**config.mk**
```make
export PLATFORM = sky130hd
export DESIGN_NAME = program_loader
export DESIGN_NICKNAME = d
export VERILOG_FILES = /design/src/rtl/program_loader_pkg.sv /design/src/rtl/program_loader.sv
export SDC_FILE = /design/constraint.sdc
export NUM_CORES = 1
export LEC_CHECK = 0
export ABC_AREA = 1
export ABC_CLOCK_PERIOD_IN_PS = 1300
export CAP_MARGIN = 20
export CORE_ASPECT_RATIO = 0.6
export CORE_UTILIZATION = 46
export CTS_CLUSTER_SIZE = 25
export DETAILED_ROUTE_END_ITERATION = 10
export GPL_TIMING_DRIVEN = 0
export PLACE_DENSITY = 0.79
export RECOVER_POWER = 50
export SETUP_SLACK_MARGIN = 0.2
export SYNTH_ARGS = -nofsm -noshare
export SYNTH_HDL_FRONTEND = slang
export SYNTH_SLANG_ARGS = --single-unit
```
**constraint.sdc**
```tcl
create_clock -name clk -period 1.3 [get_ports clk]
set_input_delay 0.26 -clock clk [delete_from_list [all_inputs] [get_ports clk]]
set_output_delay 0.26 -clock clk [all_outputs]
set_load 0.02 [all_outputs]
```
**src/rtl/program_loader_pkg.sv**
```systemverilog
// Shared definitions for the boot loader: default bus widths (also used by
// the CPU top and program memory) and the loader FSM state encoding.
package program_loader_pkg;

    // Default program memory address width; the largest image is 2**PL_ADD_WIDTH bytes.
    localparam int PL_ADD_WIDTH  = 7;
    // Default byte width of the load stream and of program memory write data.
    localparam int PL_DATA_WIDTH = 8;

    // Loader FSM states. The encoding is fixed so debug tooling can decode it.
    typedef enum logic [2:0] {
        IDLE = 3'd0,
        LEN  = 3'd1,
        DATA = 3'd2,
        CHK  = 3'd3,
        DONE = 3'd4,
        ERR  = 3'd5
    } state_e;

endpackage

```
**src/rtl/program_loader.sv**
```systemverilog
// Byte-stream boot loader.
//
// A load begins with load_start. The loader then accepts a framed image:
// one length byte (image holds len+1 bytes), then the payload bytes, then
// an XOR checksum of the payload. Each payload byte is written to program
// memory one cycle after it is accepted. The CPU is held in reset until the
// whole image is written and the checksum matches.
//
// Handshake: a byte transfers on a rising clk edge where byte_valid and
// byte_ready are both 1. byte_ready is a registered output that is 1 exactly
// while the FSM is in LEN, DATA or CHK, so it never depends combinationally
// on byte_valid. A sender must hold byte_in/byte_valid stable until the
// transfer happens; a byte offered while byte_ready is 0 is not taken.
module program_loader
    import program_loader_pkg::*;
#(
    parameter int ADD_WIDTH  = PL_ADD_WIDTH,
    parameter int DATA_WIDTH = PL_DATA_WIDTH
) (
    input  logic                  clk,
    input  logic                  rst,
    input  logic                  load_start,
    input  logic [DATA_WIDTH-1:0] byte_in,
    input  logic                  byte_valid,
    output logic                  byte_ready,
    output logic                  pm_wr_en,
    output logic [ADD_WIDTH-1:0]  pm_addr,
    output logic [DATA_WIDTH-1:0] pm_wr_data,
    output logic                  cpu_rst,
    output logic                  load_done,
    output logic                  load_err
);

    // ------------------------------------------------------------------
    // State and datapath registers
    // ------------------------------------------------------------------
    state_e                state_q,      state_d;
    logic [ADD_WIDTH-1:0]  len_q,        len_d;
    logic [ADD_WIDTH-1:0]  cnt_q,        cnt_d;
    logic [DATA_WIDTH-1:0] chk_q,        chk_d;
    logic                  byte_ready_q, byte_ready_d;
    logic                  pm_wr_en_q,   pm_wr_en_d;
    logic [ADD_WIDTH-1:0]  pm_addr_q,    pm_addr_d;
    logic [DATA_WIDTH-1:0] pm_wr_data_q, pm_wr_data_d;
    logic                  cpu_rst_q,    cpu_rst_d;
    logic                  load_done_q,  load_done_d;
    logic                  load_err_q,   load_err_d;

    // A byte is consumed this cycle.
    logic accept;

    // Handshake qualifier: only the registered ready gates acceptance.
    always_comb begin
        accept = byte_valid && byte_ready_q;
    end

    // Next-state and registered-output logic for the loader FSM.
    always_comb begin
        state_d      = state_q;
        len_d        = len_q;
        cnt_d        = cnt_q;
        chk_d        = chk_q;
        pm_wr_en_d   = 1'b0;
        pm_addr_d    = pm_addr_q;
        pm_wr_data_d = pm_wr_data_q;
        cpu_rst_d    = cpu_rst_q;
        load_done_d  = load_done_q;
        load_err_d   = load_err_q;

        case (state_q)
            IDLE, DONE, ERR: begin
                // A new load wipes the bookkeeping and puts the CPU back
                // in reset. Any byte offered in this cycle is not taken
                // because byte_ready is 0 in these states.
                if (load_start) begin
                    state_d     = LEN;
                    len_d       = '0;
                    cnt_d       = '0;
                    chk_d       = '0;
                    load_done_d = 1'b0;
                    load_err_d  = 1'b0;
                    cpu_rst_d   = 1'b1;
                end
            end

            LEN: begin
                // Length byte: image size is len+1, so upper bits beyond
                // the address width carry no information and are dropped.
                if (accept) begin
                    len_d   = byte_in[ADD_WIDTH-1:0];
                    state_d = DATA;
                end
            end

            DATA: begin
                if (accept) begin
                    pm_wr_en_d   = 1'b1;
                    pm_addr_d    = cnt_q;
                    pm_wr_data_d = byte_in;
                    chk_d        = chk_q ^ byte_in;
                    // The last payload byte lands at address len; the
                    // counter is parked there rather than wrapping.
                    if (cnt_q == len_q) begin
                        state_d = CHK;
                    end else begin
                        cnt_d = cnt_q + ADD_WIDTH'(1);
                    end
                end
            end

            CHK: begin
                if (accept) begin
                    if (byte_in == chk_q) begin
                        state_d     = DONE;
                        load_done_d = 1'b1;
                        cpu_rst_d   = 1'b0;
                    end else begin
                        state_d    = ERR;
                        load_err_d = 1'b1;
                        cpu_rst_d  = 1'b1;
                    end
                end
            end

            default: begin
                state_d = IDLE;
            end
        endcase

        // Ready follows the state we are about to enter, so it is already
        // high in the first cycle spent in LEN and drops with the exit
        // from CHK.
        byte_ready_d = (state_d == LEN) || (state_d == DATA) || (state_d == CHK);
    end

    // State register with asynchronous abort to reset values.
    always_ff @(posedge clk or posedge rst) begin
        if (rst) begin
            state_q      <= IDLE;
            len_q        <= '0;
            cnt_q        <= '0;
            chk_q        <= '0;
            byte_ready_q <= 1'b0;
            pm_wr_en_q   <= 1'b0;
            pm_addr_q    <= '0;
            pm_wr_data_q <= '0;
            cpu_rst_q    <= 1'b1;
            load_done_q  <= 1'b0;
            load_err_q   <= 1'b0;
        end else begin
            state_q      <= state_d;
            len_q        <= len_d;
            cnt_q        <= cnt_d;
            chk_q        <= chk_d;
            byte_ready_q <= byte_ready_d;
            pm_wr_en_q   <= pm_wr_en_d;
            pm_addr_q    <= pm_addr_d;
            pm_wr_data_q <= pm_wr_data_d;
            cpu_rst_q    <= cpu_rst_d;
            load_done_q  <= load_done_d;
            load_err_q   <= load_err_d;
        end
    end

    // All outputs come straight from flops.
    always_comb begin
        byte_ready = byte_ready_q;
        pm_wr_en   = pm_wr_en_q;
        pm_addr    = pm_addr_q;
        pm_wr_data = pm_wr_data_q;
        cpu_rst    = cpu_rst_q;
        load_done  = load_done_q;
        load_err   = load_err_q;
    end

endmodule

```
# Yosys cells after proc, flatten, opt, wreduce, memory -nomap -nowiden

Cells that the tools add are included.

Memories: 0
Bits in writable memories: 0
Memory bits (read-only): 0
Word-level logic and storage cells: 74
Bits in latches: 0
Register bits after elaboration: 45

Bitwise logic cells: 1
Shift operators: 0
Equal/unequal tests: 17
Multiply operators: 0
Reductions and logical operators: 15
$add $sub $neg: 1
Multiplexer cells: 29
Div/mod/pow operators: 0
Magnitude comparators: 0

Operator list:

| cell                                                             | count |
|---|---|
| 7-bit two-way mux                                                | 4 |
| 7-bit one-hot mux with 2 select lines                            | 2 |
| 8-bit two-way mux                                                | 2 |
| 8-bit one-hot mux with 2 select lines                            | 1 |
| 3-bit two-way mux                                                | 5 |
| 2-bit inequality test (second input constant)                    | 7 |
| 3-bit by 2-bit == test with 1-bit output (second input constant) | 4 |
| 3-bit one-hot mux with 4 select lines                            | 1 |
| 4-bit AND reduction                                              | 3 |
| 1-bit two-way mux                                                | 11 |
| 3-bit AND reduction                                              | 3 |
| 8-bit == test                                                    | 1 |
| 8-bit bitwise XOR                                                | 1 |
| 7-bit by 1-bit adder with 7-bit output (second input constant)   | 1 |
| 7-bit == test                                                    | 1 |
| 3-bit by 1-bit == test with 1-bit output (second input constant) | 2 |
| 3-bit == test (second input constant)                            | 2 |
| 1-bit one-hot mux with 2 select lines                            | 3 |
| 2-bit nonzero test                                               | 3 |
| 3-bit logical NOT                                                | 1 |
| 3-bit OR reduction                                               | 1 |
| 1-bit logical OR                                                 | 2 |
| 2-bit AND reduction                                              | 1 |
| 1-bit logical AND                                                | 1 |

# Logic depth before layout (Yosys ltp)

Depth after elaboration: 7
Depth in mapped cells: 10

# Worst setup path before layout

No wires, ideal clock.

Kind: register to register
Start: register state_q[0]
End: register cnt_q[0]
Stages on the path, launching flop included: 9
Data arrival time: 1.221 ns
Path slack: -0.044 ns
Path through: dfrtp_1 nor3_4 nand2_1 nor2_1 nand2_1 nand2_4 inv_4 nand3_1 o21ai_1

Cells in the longest elaborated chain, start to end: 4

Ends and longest elaborated chain:

| element                                                                             | RTL line              | RTL |
|---|---|---|
| from (decl)                                                                         | program_loader.sv:37  | `state_e state_q, state_d;` |
| from (signal assigned)                                                              | program_loader.sv:151 | `state_q <= state_d;` |
| 3-bit == test / 3-bit logical NOT (equally long branches)                           | program_loader.sv:70  | `case (state_q)` |
| 3-bit OR reduction                                                                  | program_loader.sv:70  |  |
| 2-bit inequality test (no source line) / 2-bit nonzero test (equally long branches) | --                    |  |
| 4-bit AND reduction (no source line)                                                | --                    |  |
| to (signal assigned)                                                                | program_loader.sv:153 | `cnt_q <= cnt_d;` |
| to (decl)                                                                           | program_loader.sv:39  | `logic [ADD_WIDTH-1:0] cnt_q, cnt_d;` |

Several ways; a longest one is shown, not always the timed one.
A chain may end at the register's enable or synchronous reset.

# Final worst setup path

Start: register state_q[1]
End: register cnt_q[3]

Same word-level chain as after synthesis.

==> impl_metrics.py <==
metrics = {
    "outcome": {
        "status": "finished, violations left",
        "violations": "setup timing",
    },
    "logic_synthesis": {
        "syn_inst": 269,
        "ys_seq_elements": 45,
        "syn_nets": 282,
        "synth_area_sq_um": 2180,
        "yosys.area.top_type": "dfrtp_1",
        "ys_top_cells_by_area": "dfrtp_1 51%, nand2_1 13%, o21ai_0 7.1%",
        "ys_warn_count": 0,
        "syn_avg_cell_area_sq_um": 8.103,
        "synthArstFlopShare_pct": 100.0,
        "synth_edf_count": 0,
        "ys_types": 26,
        "yosys_most_used_dff": "dfrtp_1",
        "ys_seq_area_share_pct": 51.72,
        "synth_top_area_share_pct": 50.52,
    },
    "cells_and_area": {
        "area_growth_pct": 51.44,
        "antenna_cells": 0,
        "fin_cells": 402,
        "final_cell_mix": "65 x nand2_1, 41 x dfrtp_1, 35 x inv_1",
        "nets": 355,
        "drive_gt1_share_pct": 37.43,
        "post-route-util_pct": 76.33,
        "final_common_cell": "nand2_1",
    },
    "critical_path": {
        "critPathLaunch": "state_q[1]$_DFF_PP0_",
        "r2r-start": "state_q[1]$_DFF_PP0_",
        "crit_path_end_kind": "register",
        "path_class": "register to register",
        "cp-start-kind": "register",
        "cp_data_required_time_ns": 1.50,
        "cp_max_fo": 7,
        "worst_ep_arrival_time_ns": 1.86,
    },
    "global_routing": {
        "grt_pass1_vias": 2004,
        "grt_max_degree": 24,
        "antenna_found_initial": 0,
        "grt_use_total_pct": 26.08,
        "overflow": 0,
        "grt_pass1_wl_um": 9984,
    },
    "placement": {
        "gp_congestion": 0.8006,
        "dp_slack_ns": -0.4268,
        "io_buffer_count": 31,
        "post-place-cells": 360,
        "dp_hpwl_um": 3567,
    },
    "flow_run": {
        "cap_violations": 0,
    },
    "timing": {
        "fin_setup_tns_ns": -8.385,
        "maxSlewHeadroom_pct": 63.42,
        "setup_viol": 44,
        "setup_slack_ns": -0.3604,
        "fmax_ghz": 0.6023,
        "min_period_over_period_pct": 127.7,
        "rsz0062_at_grt": "yes",
        "final-max-slew-violation-count": 0,
        "min_period_ns": 1.660,
        "finClkSkew_ns": 0.006628,
        "hold_viol_final": 0,
        "worstMarginPinSlew_ns": 0.5475,
    },
    "clock_network": {
        "clock-sinks": 45,
        "cts_tree": "done",
        "cts_buffer_depth": 2,
        "cts.htree.levels": 2,
        "cts_buffers": 5,
        "clock_latency_ns": 0.30,
        "cts_root_buf": "clkbuf_8",
        "cts-hold-fix-buffers": 0,
        "clk_pin_slew_worst_paths_ns": 0.09,
    },
    "detailed_routing": {
        "dr.pass1.iters": 5,
        "vias": 2223,
        "drc_errors": 0,
        "vias_per_cell": 5.530,
        "wl_um": 6918,
        "drtIter0Drc": 160,
        "postRouteAntennaNets": 0,
        "wl_per_cell_um": 17.21,
    },
    "floorplanning": {
        "core_area_sq_um": 4324,
        "die_area_sq_um": 5027,
        "die_w_um": 90.87,
        "row_count": 18,
        "die_h_um": 55.32,
        "start_util_pct": 50.41,
        "io_pins": 32,
    },
    "pwr": {
        "power_density_nw_per_um2": 2171,
        "power_mw": 7.165,
        "power_leakage_nw": 1.628,
        "worst_ir_drop_vdd_mv": 1.064,
    },
    "worst_hold_path": {
        "min_from": "byte_in[3]",
        "hold_path_class": "primary input to register",
    },
}
==> final timing paths <==
check | endpoint | slack (ns) | cells past startpoint
min in group asynchronous | state_q[1]$_DFF_PP0_ | 0.56 | 2
hold reg to reg | cpu_rst$_DFFE_PP1P_ | 0.49 | 2
max in group asynchronous | byte_ready$_DFF_PP0_ | 0.38 | 2
setup / recovery | cnt_q[3]$_DFFE_PP0P_ | -0.36 | 8
setup reg to reg | cnt_q[3]$_DFFE_PP0P_ | -0.36 | 8
hold / removal | len_q[3]$_DFFE_PP0P_ | 0.32 | 3
==> worst max-delay path, cell delays in order (launching register included) <==
cell     delay (ns)
dfrtp_1        0.42
inv_2          0.08
nor3_4         0.32
nand2_1        0.14
nor2_2         0.16
nand2_2        0.11
nand2_8        0.13
nand2_1        0.10
o31ai_2        0.09
==> where the power goes <==
group | switching (mW) | internal [mW] | total, mW | leakage, nW
clock | 0.489 | 0.423 | 0.912 | 0.0443
combinational | 2.27 | 1.72 | 3.98 | 0.990
sequential | 0.383 | 1.89 | 2.27 | 0.594
==> per-layer routing <==
metal	track usage (%)	share of wire (%)	vias to the layer above
li1	-	-	1000
met1	35.57	41	1064
met2	41.02	46	122
met3	5.647	8.4	37
met4	9.751	4.4	0
met5	0	0	-
==> metrics by stage <==
step	cell area [sq um]	hold WS [ns]
detailed placement	2590	0.4746
global placement	2590	0.4690
floorplan	2205	0.2702
finish	3301	0.3216
CTS	3037	0.3695
global route	3301	0.3089
==> cell type report <==
cell class	instances	area (sq um)
Inverter	42	171.4
Multi-Input combinational cell	178	1147
Timing Repair inverter	2	11.26
Buffer	5	61.31
Sequential cell	45	1131
Tap cell	60	75.07
Clock buffer	7	86.33
Timing Repair Buffer	63	616.8
Fill cell	290	1023
==> sequential cells by signal, indices dropped and copies added (netlist names) <==
| register | count |
|---|---|
| chk_q | 8 |
| pm_wr_data | 8 |
| cnt_q | 7 |
| len_q | 7 |
| pm_addr | 7 |
| state_q | 3 |
| byte_ready | 1 |
| cpu_rst | 1 |
| load_done | 1 |
| load_err | 1 |
| pm_wr_en | 1 |
==> synth_stat cells (2+ instances only) <==
master and n:
dfrtp_1 44, nand2_4 3, nor3_1 4, o21ai_1 6, nand4_1 9, inv_1 40
o31ai_1 2, xnor2_1 4, nand3_1 17, clkbuf_1 3, o21ai_0 31, nor2_1 12
nand2_2 2, nand2_1 77, xor2_1 4
==> logic make-up (layout without fill, tap and decap cells) <==
family,Yosys count,in the layout,synth area share (%)
XOR/XNOR,8,8,3.214
flip-flops,45,45,51.72
AO/OA/AOI/OAI,42,42,10.22
buffers and inverters,47,119,8.381
adder cells (fa/ha/maj),1,1,0.5740
AND/OR/NAND/NOR,126,127,25.89
==> what timing repair did <==
item,CTS,global route
pin swaps,17,11
cloned,3,0
resized for setup,170,59
setup buffers,21,11
setup endpoints to repair,66,65
Power figures use the tool's default switching activity.
